File: src/rtl/deser_pkg.sv
// rtl/deser_pkg.sv - shared widths and types for the 16-bit deserializer
package deser_pkg;

  localparam int WORD_W = 16;
  localparam int IDX_W  = 4;

  typedef logic [WORD_W-1:0] word_t;
  typedef logic [IDX_W-1:0]  idx_t;

  // Index of the final bit of a word; reaching it completes the word.
  localparam idx_t LAST_IDX = idx_t'(WORD_W - 1);

endpackage

File: src/rtl/decoder4_16.sv
// rtl/decoder4_16.sv - 4-to-16 one-hot write decoder with enable
module decoder4_16 (
  input  logic        en,
  input  logic [3:0]  sel,
  output logic [15:0] out
);

  // One-hot enable for the selected bit, all zero when disabled
  always_comb begin
    out = '0;
    if (en) begin
      out[sel] = 1'b1;
    end
  end

endmodule

File: src/rtl/deser16_demux.sv
// rtl/deser16_demux.sv - serial-to-parallel word collector with valid/ready output
module deser16_demux
  import deser_pkg::*;
#(
  parameter bit MSB_FIRST = 1'b0
) (
  input  logic              clk,
  input  logic              reset,
  input  logic              clear,
  input  logic              in_valid,
  input  logic              in_bit,
  output logic              in_ready,
  output logic [WORD_W-1:0] out_word,
  output logic              out_valid,
  input  logic              out_ready,
  output logic [IDX_W-1:0]  idx,
  output logic              busy
);

  idx_t  idx_q;
  word_t coll_q;
  word_t wr_en;
  word_t coll_next;
  idx_t  sel;
  logic  last;
  logic  acc;
  logic  out_take;

  assign last = (idx_q == LAST_IDX);

  // Only the final bit of a word can be blocked, and only while the
  // previous word is still waiting for its consumer.
  assign in_ready = ~(last & out_valid & ~out_ready);
  assign acc      = in_valid & in_ready & ~clear;
  assign out_take = out_valid & out_ready;

  // MSB-first mode fills bit 15 down to bit 0.
  assign sel = MSB_FIRST ? (LAST_IDX - idx_q) : idx_q;

  decoder4_16 u_dec (
    .en  (acc),
    .sel (sel),
    .out (wr_en)
  );

  // Enabled bit loads the incoming serial bit; every other bit holds.
  assign coll_next = (coll_q & ~wr_en) | ({WORD_W{in_bit}} & wr_en);

  assign idx  = idx_q;
  assign busy = (idx_q != '0);

  // Bit counter and collection register; clear aborts the partial word
  always_ff @(posedge clk or posedge reset) begin
    if (reset) begin
      idx_q  <= '0;
      coll_q <= '0;
    end else if (clear) begin
      idx_q  <= '0;
      coll_q <= '0;
    end else if (acc) begin
      if (last) begin
        idx_q  <= '0;
        coll_q <= '0;
      end else begin
        idx_q  <= idx_q + idx_t'(1);
        coll_q <= coll_next;
      end
    end
  end

  // Output holding register; a completing word overrides a same-cycle
  // handshake so back-to-back words leave no bubble.
  always_ff @(posedge clk or posedge reset) begin
    if (reset) begin
      out_word  <= '0;
      out_valid <= 1'b0;
    end else if (acc && last) begin
      out_word  <= coll_next;
      out_valid <= 1'b1;
    end else if (out_take) begin
      out_valid <= 1'b0;
    end
  end

endmodule

File: config.mk
export PLATFORM = sky130hd
export DESIGN_NAME = deser16_demux
export DESIGN_NICKNAME = d
export VERILOG_FILES = /design/src/rtl/deser_pkg.sv /design/src/rtl/decoder4_16.sv /design/src/rtl/deser16_demux.sv
export SDC_FILE = /design/constraint.sdc
export NUM_CORES = 1
export LEC_CHECK = 0
export BUFFER_PORTS_ARGS = -buffer_cell sky130_fd_sc_hd__buf_2
export CELL_PAD_IN_SITES_DETAIL_PLACEMENT = 1
export CELL_PAD_IN_SITES_GLOBAL_PLACEMENT = 2
export CORE_AREA = 10 10 87 89
export CTS_CLUSTER_SIZE = 30
export DETAILED_ROUTE_END_ITERATION = 10
export DIE_AREA = 0 0 97 99
export GPL_TIMING_DRIVEN = 0
export PLACE_DENSITY = 0.75
export SYNTH_ARGS = -nofsm -noshare
export SYNTH_HDL_FRONTEND = slang
export SYNTH_SLANG_ARGS = --single-unit
File: constraint.sdc
create_clock -name clk -period 1.4 [get_ports clk]
set_input_delay 0.14 -clock clk [delete_from_list [all_inputs] [get_ports clk]]
set_output_delay 0.14 -clock clk [all_outputs]
set_load 0.005 [all_outputs]
==> results.ini, run 1 <==
[synth]
syn_area_sq_um=1810
synth_fa_ha_area_share_pct=2.77
seq_area_frac_synth_pct=49.9
async_flop_share_pct=100
yosysUniqueCellTypes=43
synth_area_leader_cell=dfrtp_1
synthMuxAreaShare_pct=9.08
ys_ff_latch=36
synthCells=163
syn_nets=173
synth.avg_cell_area_sq_um=11.1
synthFlopType=dfrtp_1
synth_area_leaders=dfrtp_1 50%, mux2_2 6.9%, a22o_1 6.3%, o22ai_1 5.2%, nor2_1 2.9%
synth_most_common_cell=dfrtp_1
synthTopCellsByCount=36 x dfrtp_1, 15 x o22ai_1, 14 x nor2_1
synth_compound_area_share_pct=15.4
synth_warnings=0
synth_xor_area_share_pct=0.970
synth_edf_count=0
synth_top_area_share_pct=49.9
synth_top_family_by_area=simple AND/OR/NAND/NOR gates
synthSimpleGateAreaFrac_pct=16.8

[min_path]
min_path_type=input pin to async pin

[sta]
finClkSkew_ns=0.00582
final-setup-viol-count=35
rsz0062_at_grt=true
tightestPinTransition_ns=0.744
fin_crit_ns=1.56
fin_ws_ns=-0.158
drv_slew=0
max_freq_mhz=642
holdWs_ns=-0.0234
slew_headroom_pct=50.4
period_share_pct=111
timing_hold_violations_final=36

[floorplanning]
die_h_um=99
initial_core_util_pct=30.9
ioPinCount=29
die_w_um=97
die_area_sq_um=9600
rows=28
core_area_sq_um=5850

[cells_and_area]
final_util_pct=44.7
syn2layout_area_growth_pct=45.0
fin_nets=226
final_area_sq_um=2620
n_antenna_cell=0
final_cells=291
drive_gt1_share_pct=56.0

[clocking]
ctsHtreeMaxLevel=2
clkSinkCount=36
cts_hold_buf=0
tritoncts=done
clk_path_buf_depth=2
clk_pin_slew_ns=0.07
clock-root-buffer=clkbuf_8
cts_buffers=5
clock_latency_ns=0.29

[placed_design]
place_area_sq_um=2080
place_congestion=0.812
dp_hpwl_um=3330
dp.cells=265
port_buffers=27
pre_cts_slack_ns=-0.226

[grt]
grt_pass1_vias=1638
antenna_found_initial=0
grt.overflow.total=0
grt_first_pass_wirelength_um=8510
grt_max_degree=37
track_usage_pct=10.7

[worst_setup_path]
crit_type=register to register
r2r-end=out_word[14]$_DFFE_PP0P_
arrival_ns=1.73
path_max_fanout=5
cp.required_ns=1.57
r2r_slack_ns=-0.16
r2r_cells=6
critPathCaptureType=register
crit_path_start_kind=register
critPathLaunch=idx[0]$_DFFE_PP0P_
reg2reg_from=idx[0]$_DFFE_PP0P_

[drt]
drcViolationCount=0
totalWireLength_um=5150
wire_per_inst_um=17.7
vias=1449
antenna_left=0
avgViaCountPerCell=4.98
drt_first_iter_violations=58
firstDrtPassIters=4

[power_and_ir_drop]
p_per_area_nw_per_um2=763
p_leak_uw=0.00123
peakVddDrop_mv=0.441

[status]
status=complete, but fails checks
violations=negative hold slack, negative setup slack

[flow_run]
maxCapViolCount=0

==> cell type report <==
type / count / area (sq um)
inverters: 7 / 26.3
fillers: 627 / 3230
flip-flops and latches: 36 / 905
plain buffers: 10 / 96.3
repair buffers: 45 / 308
clock buffers: 6 / 72.6
multi-input cells: 111 / 1110
clock inverters: 1 / 5.00
well taps: 75 / 93.8
==> flip-flops by register name (all words and copies together) (netlist names) <==
signal	cells
coll_q	15
idx	4
out_valid	1
out_word	16
==> cells by family (layout without fill, tap and decap cells) <==
group,after synthesis,count (layout)
AO/OA/AOI/OAI,39,39
AND/OR/NAND/NOR,50,51
flip-flops,36,36
buffers and inverters,17,69
multiplexers,15,15
XOR/XNOR,2,2
adder cells (fa/ha/maj),4,4
==> per-layer routing <==
layer	vias to the layer above	routed length (um)	track usage, %
li1	698	-	-
met1	724	2330	12.5
met2	23	2550	18.0
met3	4	226	3.42
met4	0	31	3.63
met5	-	0	0
==> where the power goes <==
group | switching (uW) | internal (uW) | leakage, uW
clock | 349 | 338 | 0.0000410
sequential | 10.6 | 1050 | 0.000492
combinational | 147 | 104 | 0.000697
total | 507 | 1490 | 0.00123
==> cells in the final DEF (no fill, tap or decap), drive strengths merged, types with 2 or more instances in the layout <==
master / count
nand3b: 2
nand3: 7
nor3: 4
a22o: 13
nor2: 15
o21ai: 2
nand2b: 2
or2: 2
a21oi: 5
inv: 7
nor2b: 2
mux2i: 4
nand2: 7
o22ai: 15
mux2: 11
ha: 4
dfrtp: 36
clkbuf: 8
and3: 4
buf: 53
==> worst max-delay path, cell delays in order (launching register included) <==
cell and delay (ns):
dfrtp_2 0.46, inv_2 0.13, ha_2 0.22, nand2_4 0.08, nor3_4 0.24, mux2i_1 0.22, a21oi_1 0.08
==> repair_timing <==
action / 4_1_cts / 5_1_grt
gates cloned: 2 / 0
pin swaps: 9 / 16
gates resized for setup: 36 / 33
setup endpoints to repair: 36 / 37
setup buffers: 13 / 4
==> how the worst max path moves through the flow <==
stage                                     to  slack, ns  cells past startpoint
finish              out_word[14]$_DFFE_PP0P_      -0.16                      6
global route        out_word[12]$_DFFE_PP0P_      -0.27                      5
CTS                   coll_q[13]$_DFFE_PP0P_      -0.15                      5
detailed placement     coll_q[8]$_DFFE_PP0P_      -0.23                      6
global placement       coll_q[8]$_DFFE_PP0P_      -0.23                      6
floorplan              coll_q[0]$_DFFE_PP0P_      -0.02                      5
==> metrics by stage <==
stage               setup TNS, ns  power (uW)
floorplan                  -0.143        1200
global placement            -7.64        1250
detailed placement          -3.77        1250
CTS                         -2.25        1990
global route                -6.59        2100
finish                      -3.74        2000
(Power assumes the default switching activity.)
==> run 2, diff against run 1 <==
--- a/config.mk
+++ b/config.mk
@@ -5,15 +5,17 @@
 export SDC_FILE = /design/constraint.sdc
 export NUM_CORES = 1
 export LEC_CHECK = 0
+export ABC_AREA = 1
 export BUFFER_PORTS_ARGS = -buffer_cell sky130_fd_sc_hd__buf_2
 export CELL_PAD_IN_SITES_DETAIL_PLACEMENT = 1
 export CELL_PAD_IN_SITES_GLOBAL_PLACEMENT = 2
-export CORE_AREA = 10 10 87 89
+export CORE_AREA = 10 10 94 96
 export CTS_CLUSTER_SIZE = 30
 export DETAILED_ROUTE_END_ITERATION = 10
-export DIE_AREA = 0 0 97 99
+export DIE_AREA = 0 0 104 106
 export GPL_TIMING_DRIVEN = 0
-export PLACE_DENSITY = 0.75
+export PLACE_DENSITY = 0.76
+export RECOVER_POWER = 50
 export SYNTH_ARGS = -nofsm -noshare
 export SYNTH_HDL_FRONTEND = slang
 export SYNTH_SLANG_ARGS = --single-unit
==> results.ini, run 2 <==
[worst_setup_path]
arrival_ns=1.80
cp.required_ns=1.63
r2r_cells=9
path_max_fanout=4
crit_path_start_kind=register
reg2reg_from=idx[1]$_DFFE_PP0P_
critPathCaptureType=register
r2r_slack_ns=-0.17
crit_type=register to register
r2r-end=idx[1]$_DFFE_PP0P_

[floorplanning]
ioPinCount=29
core_area_sq_um=7060
die_w_um=104
die_area_sq_um=11000
rows=31
die_h_um=106
initial_core_util_pct=27.7

[synth]
synth.avg_cell_area_sq_um=7.83
syn_nets=260
synth_area_leaders=dfrtp_1 46%, nand2_1 16%, nand3_1 9.0%, nand4_1 9.0%, inv_1 5.2%
seq_area_frac_synth_pct=46.0
synth_warnings=0
synthFlopType=dfrtp_1
synth_top_area_share_pct=46.0
ys_ff_latch=36
yosysUniqueCellTypes=26
synth_edf_count=0
async_flop_share_pct=100
synth_most_common_cell=nand2_1
synthCells=250
synthTopCellsByCount=84 x nand2_1, 36 x dfrtp_1, 35 x nand3_1
synth_area_leader_cell=dfrtp_1
syn_area_sq_um=1960

[placed_design]
dp.cells=375
port_buffers=26
place_congestion=0.754
place_area_sq_um=2290
dp_hpwl_um=4220

[cells_and_area]
n_antenna_cell=0
drive_gt1_share_pct=49.7
final_util_pct=42.6
syn2layout_area_growth_pct=53.6
fillers=860
layout_common_cells=51 x nand2_1, 33 x dfrtp_1, 28 x nand4_1, 27 x buf_2, 27 x nand2_2
fin_nets=323
final_area_sq_um=3010
layout_commonest_cell=nand2_1
final_cells=413
top_register=out_word
largest_reg_flops=16

[power_and_ir_drop]
peakVddDrop_mv=0.342
p_leak_uw=0.00152
p_per_area_nw_per_um2=787
seqPwrFrac_pct=44.6
combPwrFrac_pct=11.9
p_switching_uw=582
clkPwrFrac_pct=43.5
power.internal_uw=1780
swShare_pct=24.6

[clocking]
clock-root-buffer=clkbuf_8
cts_hold_buf=0
tritoncts=done
clock_latency_ns=0.29
clkSinkCount=36
clk_path_buf_depth=2
clk_pin_slew_ns=0.08
ctsHtreeMaxLevel=2
cts_buffers=5

[drt]
firstDrtPassIters=4
avgViaCountPerCell=4.75
totalWireLength_um=6770
drcViolationCount=0
drt_first_iter_violations=34
antenna_left=0
wire_per_inst_um=16.4
vias=1962

[sta]
fin_ws_ns=-0.168
drv_slew=0
tightestPinTransition_ns=0.771
slew_headroom_pct=48.5
period_share_pct=112
fin_crit_ns=1.57
max_freq_mhz=638
final-setup-viol-count=37
timing_hold_violations_final=36
finClkSkew_ns=0.00614
rsz0062_at_grt=true
holdWs_ns=-0.0135

[grt]
antenna_found_initial=0
grt.overflow.total=0
grt_first_pass_wirelength_um=10900
grt_pass1_vias=2156
track_usage_pct=11.9
grt_max_degree=37

[status]
status=complete, but fails checks
violations=negative hold slack, negative setup slack

[min_path]
min_path_type=input pin to async pin

[flow_run]
maxCapViolCount=0

==> run 2: cell types whose count changed after synthesis, moves of 13 or more <==
cell / change
nand4_1: +27
nand2_1: +78
nand3_1: +31
a22o_1: -13
inv_1: +20
o22ai_1: -14
==> run 2: metal layers <==
layer | global-route usage (%) | vias to the layer above | share of wire, %
li1 | - | 946 | -
met1 | 14.1 | 977 | 43
met5 | 0 | - | 0
met4 | 2.58 | 0 | 1.5
met3 | 3.44 | 8 | 3.9
met2 | 20.9 | 31 | 52
==> run 2: how the worst max path moves through the flow <==
stage,end,start,depth (start not counted),slack (ns)
final,idx[1]$_DFFE_PP0P_,idx[1]$_DFFE_PP0P_,9,-0.17
after global routing,idx[1]$_DFFE_PP0P_,idx[1]$_DFFE_PP0P_,9,-0.28
after CTS,out_word[11]$_DFFE_PP0P_,idx[0]$_DFFE_PP0P_,11,-0.21
after detailed placement,out_word[11]$_DFFE_PP0P_,idx[0]$_DFFE_PP0P_,10,-0.46
after global placement,out_word[11]$_DFFE_PP0P_,idx[0]$_DFFE_PP0P_,10,-0.44
after floorplan,out_word[10]$_DFFE_PP0P_,idx[0]$_DFFE_PP0P_,10,-0.21
==> run 2: power by group through the flow <==
stage / clock [uW] / combinational, uW / sequential, uW
floorplan: 0 / 118 / 1080
global route: 1110 / 306 / 1060
global placement: 0 / 176 / 1080
detailed placement: 0 / 179 / 1080
CTS: 1050 / 249 / 1050
finish: 1030 / 281 / 1050
==> run 2: logic make-up (layout without fill, tap and decap cells) <==
family | count (synthesis) | count (layout) | share of synthesized area [%]
buffers and inverters | 43 | 107 | 9.40
adders and majority gates | 4 | 4 | 2.56
and+or+nand+nor | 161 | 161 | 40.2
AOI/OAI and AO/OA | 5 | 5 | 1.34
xor gates and xnor gates | 1 | 1 | 0.448
DFF | 36 | 36 | 46.0
==> run 2: area by class of cell <==
| cell class | instances | area [sq um] | share of cell area (%) |
|---|---|---|---|
| flip-flops and latches | 36 | 905 | 30.1 |
| clock buffers | 7 | 96.3 | 3.21 |
| well taps | 99 | 124 | 4.12 |
| inverters | 29 | 124 | 4.12 |
| multi-input cells | 171 | 1170 | 38.8 |
| plain buffers | 9 | 82.6 | 2.75 |
| clock inverters | 1 | 30.0 | 0.999 |
| repair buffers | 61 | 478 | 15.9 |
==> run 2: timing repair <==
action,CTS,global route
gates cloned,1,2
setup endpoints to repair,38,38
gates resized for setup,35,69
buffers inserted,28,7
pin swaps,11,40
==> run 2: critical path, stage by stage (launching register included) <==
cell and delay (ns):
dfrtp_1 0.40, ha_4 0.19, nand3_4 0.08, nor2_4 0.18
nor2_8 0.06, buf_6 0.12, nor2_4 0.17, buf_6 0.16
inv_4 0.04, o21ai_2 0.09
==> run 2: through the flow <==
step                      power (uW)  TNS [ns]  setup slack (ns)
after CTS                       2360     -6.17            -0.205
after global routing            2480     -7.83            -0.278
after floorplan                 1190     -5.14            -0.205
final                           2360     -4.63            -0.168
after global placement          1250    -17.49            -0.439
after detailed placement        1260    -13.12            -0.457
==> run 3, diff against run 2 <==
--- a/config.mk
+++ b/config.mk
@@ -13,9 +13,8 @@
 export CTS_CLUSTER_SIZE = 30
 export DETAILED_ROUTE_END_ITERATION = 10
 export DIE_AREA = 0 0 104 106
-export GPL_TIMING_DRIVEN = 0
 export PLACE_DENSITY = 0.76
-export RECOVER_POWER = 50
+export RECOVER_POWER = 25
 export SYNTH_ARGS = -nofsm -noshare
 export SYNTH_HDL_FRONTEND = slang
 export SYNTH_SLANG_ARGS = --single-unit
==> results.ini, run 3 (synthesis results as in run 2) <==
[cells_and_area]
final_cells=416
top_register=out_word
layout_common_cells=74 x nand2_1, 35 x dfrtp_1, 33 x buf_4, 28 x nand4_1, 28 x buf_2
drive_gt1_share_pct=38.5
final_util_pct=40.2
n_antenna_cell=0
fin_nets=327
layout_commonest_cell=nand2_1
final_area_sq_um=2840
fillers=868
syn2layout_area_growth_pct=44.9
largest_reg_flops=16

[sta]
holdWs_ns=0.196
slew_headroom_pct=44.7
final-setup-viol-count=38
fin_ws_ns=-0.140
drv_slew=0
tightestPinTransition_ns=0.830
finClkSkew_ns=0.00293
max_freq_mhz=649
fin_crit_ns=1.54
timing_hold_violations_final=0
rsz0062_at_grt=true
period_share_pct=110

[drt]
totalWireLength_um=6390
drcViolationCount=0
firstDrtPassIters=4
vias=1952
wire_per_inst_um=15.4
drt_first_iter_violations=91
avgViaCountPerCell=4.69
antenna_left=0

[worst_setup_path]
crit_path_start_kind=register
arrival_ns=1.72
r2r_slack_ns=-0.14
reg2reg_from=idx[1]$_DFFE_PP0P_
r2r-end=out_word[10]$_DFFE_PP0P_
r2r_cells=8
path_max_fanout=7
crit_type=register to register
cp.required_ns=1.59
critPathCaptureType=register

[placed_design]
place_area_sq_um=2500
dp.cells=398
place_congestion=0.813
port_buffers=28
dp_hpwl_um=4440

[grt]
antenna_found_initial=0
grt_first_pass_wirelength_um=10600
grt_max_degree=37
grt.overflow.total=0
track_usage_pct=11.8
grt_pass1_vias=2062

[floorplanning]
core_area_sq_um=7060
initial_core_util_pct=27.7
die_h_um=106
rows=31
ioPinCount=29
die_w_um=104
die_area_sq_um=11000

[clocking]
clock_latency_ns=0.29
clkSinkCount=36
clk_path_buf_depth=2
clock-root-buffer=clkbuf_8
tritoncts=done
ctsHtreeMaxLevel=2
clk_pin_slew_ns=0.07
cts_buffers=5

[min_path]
hold_depth=2
whs_endpoint=idx[2]$_DFFE_PP0P_
min_path_type=input pin to register
min_from=clear

[status]
status=complete, but fails checks
violations=negative setup slack

[power_and_ir_drop]
p_per_area_nw_per_um2=728
p_leak_uw=0.00150
peakVddDrop_mv=0.319
power.total_uw=2060

[flow_run]
maxCapViolCount=0

[run 3: changes by cell type in the layout (fill, tap and decap cells not counted), moves of 2 or more]
cell	change
nand2_1	+23
dfrtp_1	+2
nor2_2	-2
nand3_1	+7
dfrtp_2	-2
nand2_4	-3
buf_4	+12
clkbuf_8	-2
nand3_2	-6
nor2_1	+4
nor2_4	-2
buf_6	-9
nand2_2	-20
[run 3: where the power goes]
group | internal (uW) | switching (uW)
clock network | 339 | 375
logic | 125 | 168
registers | 1050 | 8.52
[run 3: routing by layer]
layer	vias up	GRT usage, %	part of all wire, %
li1	963	-	-
met1	959	13.4	43
met2	24	20.8	51
met3	6	3.50	4.2
met4	0	3.68	1.1
met5	-	0	0
[run 3: repair_timing]
| item | in CTS | in global routing |
|---|---|---|
| gates resized for setup | 25 | 24 |
| cloned | 0 | 1 |
| hold endpoints to repair | 36 | 0 |
| pin swaps | 5 | 6 |
| setup endpoints to repair | 37 | 37 |
| buffers inserted | 8 | 1 |
| hold buffers | 1 | 0 |
[run 3: worst max path at each step]
stage | slack, ns | end | from
3_3_place_gp | -0.10 | coll_q[8]$_DFFE_PP0P_ | idx[1]$_DFFE_PP0P_
5_1_grt | -0.23 | out_word[14]$_DFFE_PP0P_ | idx[1]$_DFFE_PP0P_
4_1_cts | -0.12 | in_ready | idx[0]$_DFFE_PP0P_
2_1_floorplan | -0.21 | out_word[10]$_DFFE_PP0P_ | idx[0]$_DFFE_PP0P_
6_report | -0.14 | out_word[10]$_DFFE_PP0P_ | idx[1]$_DFFE_PP0P_
3_5_place_dp | -0.14 | coll_q[0]$_DFFE_PP0P_ | idx[1]$_DFFE_PP0P_
[run 3: layout make-up]
class | instances | area (sq um) | share of cell area (%)
repair buffers | 74 | 577 | 20.3
inverters | 29 | 129 | 4.55
well taps | 99 | 124 | 4.37
clock inverters | 1 | 5.00 | 0.177
clock buffers | 6 | 72.6 | 2.56
flip-flops and latches | 36 | 902 | 31.8
multi-input cells | 171 | 1030 | 36.2
[run 3: metrics by stage]
stage / setup TNS (ns) / setup slack, ns
after floorplan: -5.14 / -0.205
after global placement: -2.51 / -0.104
after detailed placement: -3.67 / -0.144
after CTS: -3.14 / -0.123
after global routing: -6.54 / -0.227
final: -3.24 / -0.140
[run 3: critical path: stages, from the launching register on]
cell     delay [ns]
dfrtp_1        0.43
ha_4           0.21
nand3_4        0.08
nor2_4         0.06
nor2_8         0.15
nand3_4        0.19
buf_4          0.21
nand2_1        0.05
nand2_1        0.05
